File: config.mk
export PLATFORM = sky130hd
export DESIGN_NAME = branch_resolve
export DESIGN_NICKNAME = d
export VERILOG_FILES = /design/src/rtl/branch_resolve.sv
export SDC_FILE = /design/constraint.sdc
export NUM_CORES = 1
export LEC_CHECK = 0
export ABC_AREA = 1
export CAP_MARGIN = 30
export CORE_MARGIN = 3
export CORE_UTILIZATION = 51
export CTS_BUF_LIST = sky130_fd_sc_hd__clkbuf_4 sky130_fd_sc_hd__clkbuf_8
export DETAILED_ROUTE_END_ITERATION = 6
export HOLD_SLACK_MARGIN = 0.12
export PLACE_DENSITY_LB_ADDON = 0.1
export SETUP_SLACK_MARGIN = 0.02
export SLEW_MARGIN = 20
export SYNTH_ARGS = -nofsm -noshare
export SYNTH_HDL_FRONTEND = slang
export SYNTH_SLANG_ARGS = --single-unit
File: constraint.sdc
create_clock -name clk -period 3.2 [get_ports clk]
set_input_delay 0.32 -clock clk [delete_from_list [all_inputs] [get_ports clk]]
set_output_delay 0.32 -clock clk [all_outputs]
set_load 0.005 [all_outputs]
File: src/rtl/branch_resolve.sv
// branch_resolve: checks resolved branches against the fetch prediction,
// issues a fetch redirect plus one-cycle flush on a mispredict, and counts
// accepted branches and mispredicts.
// Ports: clk/reset (sync, active-high); ex_* resolution in (ex_ready back);
// redirect_valid/redirect_pc/redirect_ready to fetch; flush to IF/ID;
// cnt_branch/cnt_mispred are 64-bit event counters.
module branch_resolve (
  input  logic        clk,
  input  logic        reset,
  input  logic        ex_valid,
  input  logic        ex_is_branch,
  input  logic [63:0] ex_pc,
  input  logic [63:0] ex_pred_pc,
  input  logic        ex_taken,
  input  logic [63:0] ex_target,
  output logic        ex_ready,
  output logic        redirect_valid,
  output logic [63:0] redirect_pc,
  input  logic        redirect_ready,
  output logic        flush,
  output logic [63:0] cnt_branch,
  output logic [63:0] cnt_mispred
);

  typedef enum logic {
    IDLE,
    REDIRECT
  } state_t;

  state_t      state;
  state_t      state_nx;
  logic        accept;
  logic        is_br;
  logic        mispred;
  logic [63:0] correct_pc;
  logic        flush_q;

  assign ex_ready       = (state == IDLE);
  assign redirect_valid = (state == REDIRECT);
  assign flush          = flush_q;

  assign accept     = ex_valid && ex_ready;
  assign is_br      = accept && ex_is_branch;
  assign correct_pc = ex_taken ? ex_target
                               : ex_pc + 64'd4;
  assign mispred    = is_br &&
                      (correct_pc != ex_pred_pc);

  always_comb begin
    state_nx = state;
    unique case (state)
      IDLE:
        if (mispred) state_nx = REDIRECT;
      REDIRECT:
        if (redirect_ready) state_nx = IDLE;
      default:
        state_nx = IDLE;
    endcase
  end

  always_ff @(posedge clk) begin
    if (reset) begin
      state       <= IDLE;
      flush_q     <= 1'b0;
      redirect_pc <= '0;
      cnt_branch  <= '0;
      cnt_mispred <= '0;
    end else begin
      state   <= state_nx;
      // flush marks only the first REDIRECT cycle
      flush_q <= mispred;
      if (mispred)
        redirect_pc <= correct_pc;
      if (is_br)
        cnt_branch <= cnt_branch + 64'd1;
      if (mispred)
        cnt_mispred <= cnt_mispred + 64'd1;
    end
  end

endmodule

Word-level counts from Yosys, hierarchy flattened
Cells that the tools add are included.
{ "word_totals": {"regBits": 194, "inputBits": 198, "output_inout_bits": 195, "elab_cells": 17} }
{ "classes": {"add_sub_neg": 3, "n_eq_ne": 1, "muxes": 4, "bitwise": 1, "n_reduce_logical": 3} }
{ "op_table": {"columns": ["cell", "n"], "rows": [
  ["$add A64 B1 Y64 const B", 2],
  ["$add A64 B3 Y64 const B", 1],
  ["$mux W64", 1],
  ["$ne A64 B64 Y1", 1],
  ["$logic_and A1 B1 Y1", 3],
  ["$mux W1", 2],
  ["$pmux W1 S2", 1],
  ["$not A1 Y1", 1]
]} }

Longest topological paths before layout
{ "logic_depth": {"depth_word": 6, "mapped_depth": 24, "depth_no_buf": 22} }

Worst setup path before layout
No wires, ideal clock.
{ "synth_path": {"path_type": "in2reg", "from": "in ex_pc[2]", "to": "reg redirect_pc[38]", "setup_time_ns": 0.115, "arrival_time_ns": 2.474, "t_required_ns": 3.085, "slack_ns": 0.611, "stages": 22, "n_path_buf": 4, "cell_sequence": "ha_1 nand2_1 nor2_4 nand2_2 nor2_4 buf_6 nand3_1 nand3_1 nand2_1 nand2_1 nand2_1 nor2_1 nand2_1 nor2_1 nand2_1 nor2_1 nand3_1 buf_6 buf_6 buf_4 a21oi_1 nor2_1"} }
{ "synth_between": {"elab_chain_cells": 4} }
{ "synth_lines": {"columns": ["item", "line_no", "source"], "rows": [
  ["start: declaration", "12", "input logic [63:0] ex_pc,"],
  ["$add A64 B3 Y64 (*)", "45", ": ex_pc + 64'd4;"],
  ["$mux W64 (*)", "44", "assign correct_pc = ex_taken ? ex_target"],
  ["$ne A64 B64 Y1", "47", "(correct_pc != ex_pred_pc);"],
  ["$logic_and A1 B1 Y1", "46", "assign mispred = is_br &&"],
  ["end signal: assignment", "73", "redirect_pc <= correct_pc;"],
  ["end: declaration", "18", "output logic [63:0] redirect_pc,"]
]} }
Mark *: on every way between the ends. The rest lies on a longest branch, timed or not.
A chain may end at the register's enable or synchronous reset.

Worst setup path after layout
{ "layout_path": {"from": "in ex_pc[17]", "to": "reg cnt_mispred[2]"} }
{ "layout_between": {"elab_chain_cells": 4} }
{ "layout_lines": {"columns": ["item", "line_no", "source"], "rows": [
  ["$add A64 B3 Y64", "45", null],
  ["$mux W64", "44", null],
  ["$ne A64 B64 Y1", "47", null],
  ["$logic_and A1 B1 Y1", "46", null],
  ["end signal: assignment", "77", "cnt_mispred <= cnt_mispred + 64'd1;"],
  ["end: declaration", "22", "output logic [63:0] cnt_mispred"]
]} }
Every way passes these cells.

==> results list <==
- Max Root-Sink Buffers: 2
- The internal power of the cells totals 3.88 mW.
* Delay contributed by the slowest stage of the critical path: between 0.5 and 0.6 ns
- For this configuration, the core starts out at a cell density of 52.4%.
- Max-cap violations in this run came to 0.
* Reg-to-reg startpoint: cnt_mispred[0]
* Clock Latency Late Sink: 0.51 ns
- Of the synthesized area, sequential elements account for 27.3%.
- The initial antenna violation count was 2.
- Cell accounting for the most synthesized area: dfxtp_1
- Startpoint types: input port
- Number of standard-cell rows in the floorplan: 60
- After detailed routing, the number of remaining DRC violations is 0.
* Number of nets at the end of the flow: 3,285
- Hold Vio Cnt, Final: 0
* Highest ir drop seen on vdd: 0.274 mV
- Routability-driven placement finished with a final weighted congestion of 1.02.
- The worst setup path is captured at a flip-flop.
- Syn Std Cell Area: 14,200 um2
- In the final layout, the share of cells above drive strength 1 is 15.6%.
- Summed over all nets, the half-perimeter wirelength after detailed placement is roughly 48 mm.
- Mean routed wirelength per cell: roughly 18 um
- Crit-path max FO: between 40 and 50
- Headroom to the max-slew limit: 36.6%
- Registers are responsible for 43.4% of the overall power.
- The worst register-to-register path has a depth of 18.
- The detailed router finished its first iteration with 2,332 violations.
* Vias per inst: between 5 and 6
- In this run the biggest area consumer among cell types represents 27.3% of the synthesized area.
- After global routing the overflow that remains totals 0.
- Final period utilization: 99.8%
- Across every metal layer, demand over resource in global routing totals 38.6%.
- For this design the top-level I/O count stands at between 300 and 400.
- The critical path ends at cnt_mispred[2].
- H-tree levels: 4
- Launching element of the worst setup path: ex_pc[17]
* DIE AREA: around 30,000 um2
- The most common cell in the synthesized netlist is nand2_1.
- The commonest cells after synthesis are nand2_1, nor2_1, inv_1.
- At the worst endpoint, the required time is 3.57 ns.
* Count of buffering cells on the critical path with inverters included: 4
* TritonCTS clock tree: done
- In this run, the clock network consumes 31.4% of the power.
* Number of gates on the worst path with buffers counted: 21
- The first global-routing pass estimated 94.6 mm of wire.
- Power Density: 276 nW/um2
- After clock tree synthesis, the clock-pin slew on the worst setup and hold paths is about 0.15 ns.
- R2r setup slk: between 0.2 and 0.25 ns
* Family of cells with the greatest summed delay on the critical path: simple AND/OR/NAND/NOR gates
- The worst setup path is of the in2reg kind.
* CP Cell Sequence: clkdlybuf4s50_1, nand2_1, nor2_2, nand2_1, nor2_4, buf_4, nand3_1, nand3_1, nand2_1, nand2_1, nand2_1, nor2_1, nand2_1, nor2_2, nand2_1, nor2_2, nand3_4, buf_12, buf_16, a21oi_1, nor2_1
* F_max: around 310 MHz
- Number of buffers inserted during clock tree synthesis: 17
* Maximum number of pins on one net before global-route repair: roughly 120
* Area taken by multi-input logic gates: 9140 um2
- Worst Clk Skew: roughly 0.027 ns
- The analysis attributes to net switching a power of 2.00 mW.
* Count of flip-flops with a built-in enable after synthesis: 0
- After synthesis, the share of flip-flops with an asynchronous set or reset is 0%.
- The count of final max-slew check failures came to 0.
* Capture point of the worst reg-to-reg path: cnt_mispred[58]
* Clock root buffer master: clkbuf_8
- The final route contains 19,200 vias.
* Synthesis-to-finish area growth: 49.4%
- Combinational group share of total power: 25.2%
- After synthesis the netlist holds a flip-flop and latch count of 194.
- Number of iterations in the first detailed-routing pass: 6
- Width of the chip: ~170 um
* Input/output buffers: around 390
- Switching fraction of total power: about a third
- Minimum period implied by the final worst setup slack: 3.19 ns
* Seq. cell area: between 3000 and 4000 um2
- The worst hold path belongs to the class in2reg.
* Number of warnings printed during yosys synthesis: 0
* Cell type of the slowest stage on the worst timing path: clkdlybuf4s50_1
- The core region is ~27,000 um2.
* Cell repeated most along the worst path: nand2_1
- The number of global-route vias before repair came to 18,100.
- Leading register cell type out of synthesis: dfxtp_1
- At the pin with the least slew margin, the transition time is around 0.95 ns.
- The count of nets left with antenna violations once routing finished came out at 0.
- Counting every instance in the synthesized netlist gives 2,499.
- At the end of the flow the core is filled with cells to 78.3%.
- Die Ht: 173 um
- Data arrives at the worst endpoint at 3.57 ns.
- Summed over all cells, the static leakage comes to slightly above 9 nW.
* Leading cell types by total area after synthesis: dfxtp_1, nand2_1, nor2_1, nand3_1, inv_1
- WL final: 61.3 mm
* Fill count: 2,085
- Adding up every negative setup slack in the final design gives 0 ns.
* Number of distinct library cell variants in the gate-level netlist after synthesis: 33
- A synthesized cell averages 5.70 um2.
- Setup violations remaining at the end of the flow were counted as 0.
- Total nets after synthesis: 2,700
* Outcome: finished, final reports clean
- CTS Sinks: 194
## through the flow
stage          instances  cell area [um2]  power [mW]  hold WS [ns]  worst slack, ns
2_1_floorplan       2499            14200        3.14         0.468            0.611
3_3_place_gp        3409            20100        3.96         0.460           -0.435
3_5_place_dp        3409            20100        4.00         0.474           -0.551
4_1_cts             3448            20700        5.79         0.385           0.0209
5_1_grt             3471            21300        6.09         0.420           -0.117
6_report            3471            21300        5.88         0.418          0.00506
## worst min path at each step
stage | from | endpoint | slack [ns] | depth (start not counted)
detailed placement | redirect_pc[37] | redirect_pc[37] | 0.47 | 2
floorplan | cnt_branch[50] | cnt_branch[50] | 0.47 | 2
finish | reset | cnt_branch[47] | 0.42 | 3
CTS | reset | cnt_branch[47] | 0.39 | 3
global placement | redirect_pc[25] | redirect_pc[25] | 0.46 | 2
global route | reset | cnt_branch[2] | 0.42 | 3
## logic make-up after synthesis
family / after synthesis / share of synthesized area [%]
DFF: 194 / 27.3
buffers and inverters: 378 / 10.8
xor gates and xnor gates: 32 / 1.97
adders and majority gates: 3 / 0.263
and+or+nand+nor: 1710 / 53.2
AOI/OAI and AO/OA: 182 / 6.59
## state kept, by name, indices dropped and copies added (netlist names)
name            count
flush               1
redirect_valid      1
cnt_branch         64
redirect_pc        64
cnt_mispred        64
## power by group through the flow
stage,logic [mW],clock network [mW],registers [mW]
6_report,1.48,1.85,2.55
2_1_floorplan,0.553,0,2.59
4_1_cts,1.41,1.84,2.55
3_3_place_gp,1.36,0,2.60
5_1_grt,1.59,1.94,2.56
3_5_place_dp,1.40,0,2.60
## worst reg2reg max path, delay by kind of cell, from the launching register on
| family | cells | cell delay, ns |
|---|---|---|
| buffers and inverters | 1 | 0.15 |
| flip-flops | 1 | 0.42 |
| adder cells (fa/ha/maj) | 1 | 0.21 |
| AND/OR/NAND/NOR | 16 | 2.12 |
## placed cells by master, fill, tap and decap left out, types with 22 or more instances in the layout
| cell type | n |
|---|---|
| nand2_1 | 709 |
| nor2_1 | 388 |
| clkdlybuf4s50_1 | 369 |
| inv_1 | 296 |
| nand3_1 | 233 |
| buf_4 | 230 |
| dfxtp_1 | 191 |
| a21oi_1 | 126 |
| nor3_1 | 77 |
| or2_2 | 59 |
| nand4_1 | 49 |
| nor2_2 | 43 |
| nand3b_1 | 37 |
| nand3_2 | 37 |
| o21ai_0 | 34 |
| nand2_2 | 30 |
| xor2_1 | 25 |
| nor4_1 | 23 |
| dlymetal6s2s_1 | 22 |
## routing by layer
layer	GRT usage, %	part of all wire (%)	up-vias
met5	0	0	-
met4	15.4	4.9	0
met3	6.41	10	209
met2	64.2	46	1173
met1	49.8	39	8746
li1	-	-	9121
## area by class of cell
| cell class | count | share of cell area (%) |
|---|---|---|
| antenna | 2 | 0.0235 |
| clock buffer | 17 | 1.10 |
| clock inverter | 15 | 1.05 |
| inverter | 300 | 5.31 |
| multi-input combinational | 1927 | 42.9 |
| sequential | 194 | 18.3 |
| tap | 372 | 2.19 |
| timing repair buffer | 644 | 29.1 |
## repair_timing
action | 4_1_cts | 5_1_grt
setup endpoints to repair | 26 | 132
pin swaps | 3 | 29
buffers inserted | 4 | 17
hold buffers | 0 | 0
resized for setup | 8 | 119
cloned | 3 | 4
Power figures use the tool's default switching activity.
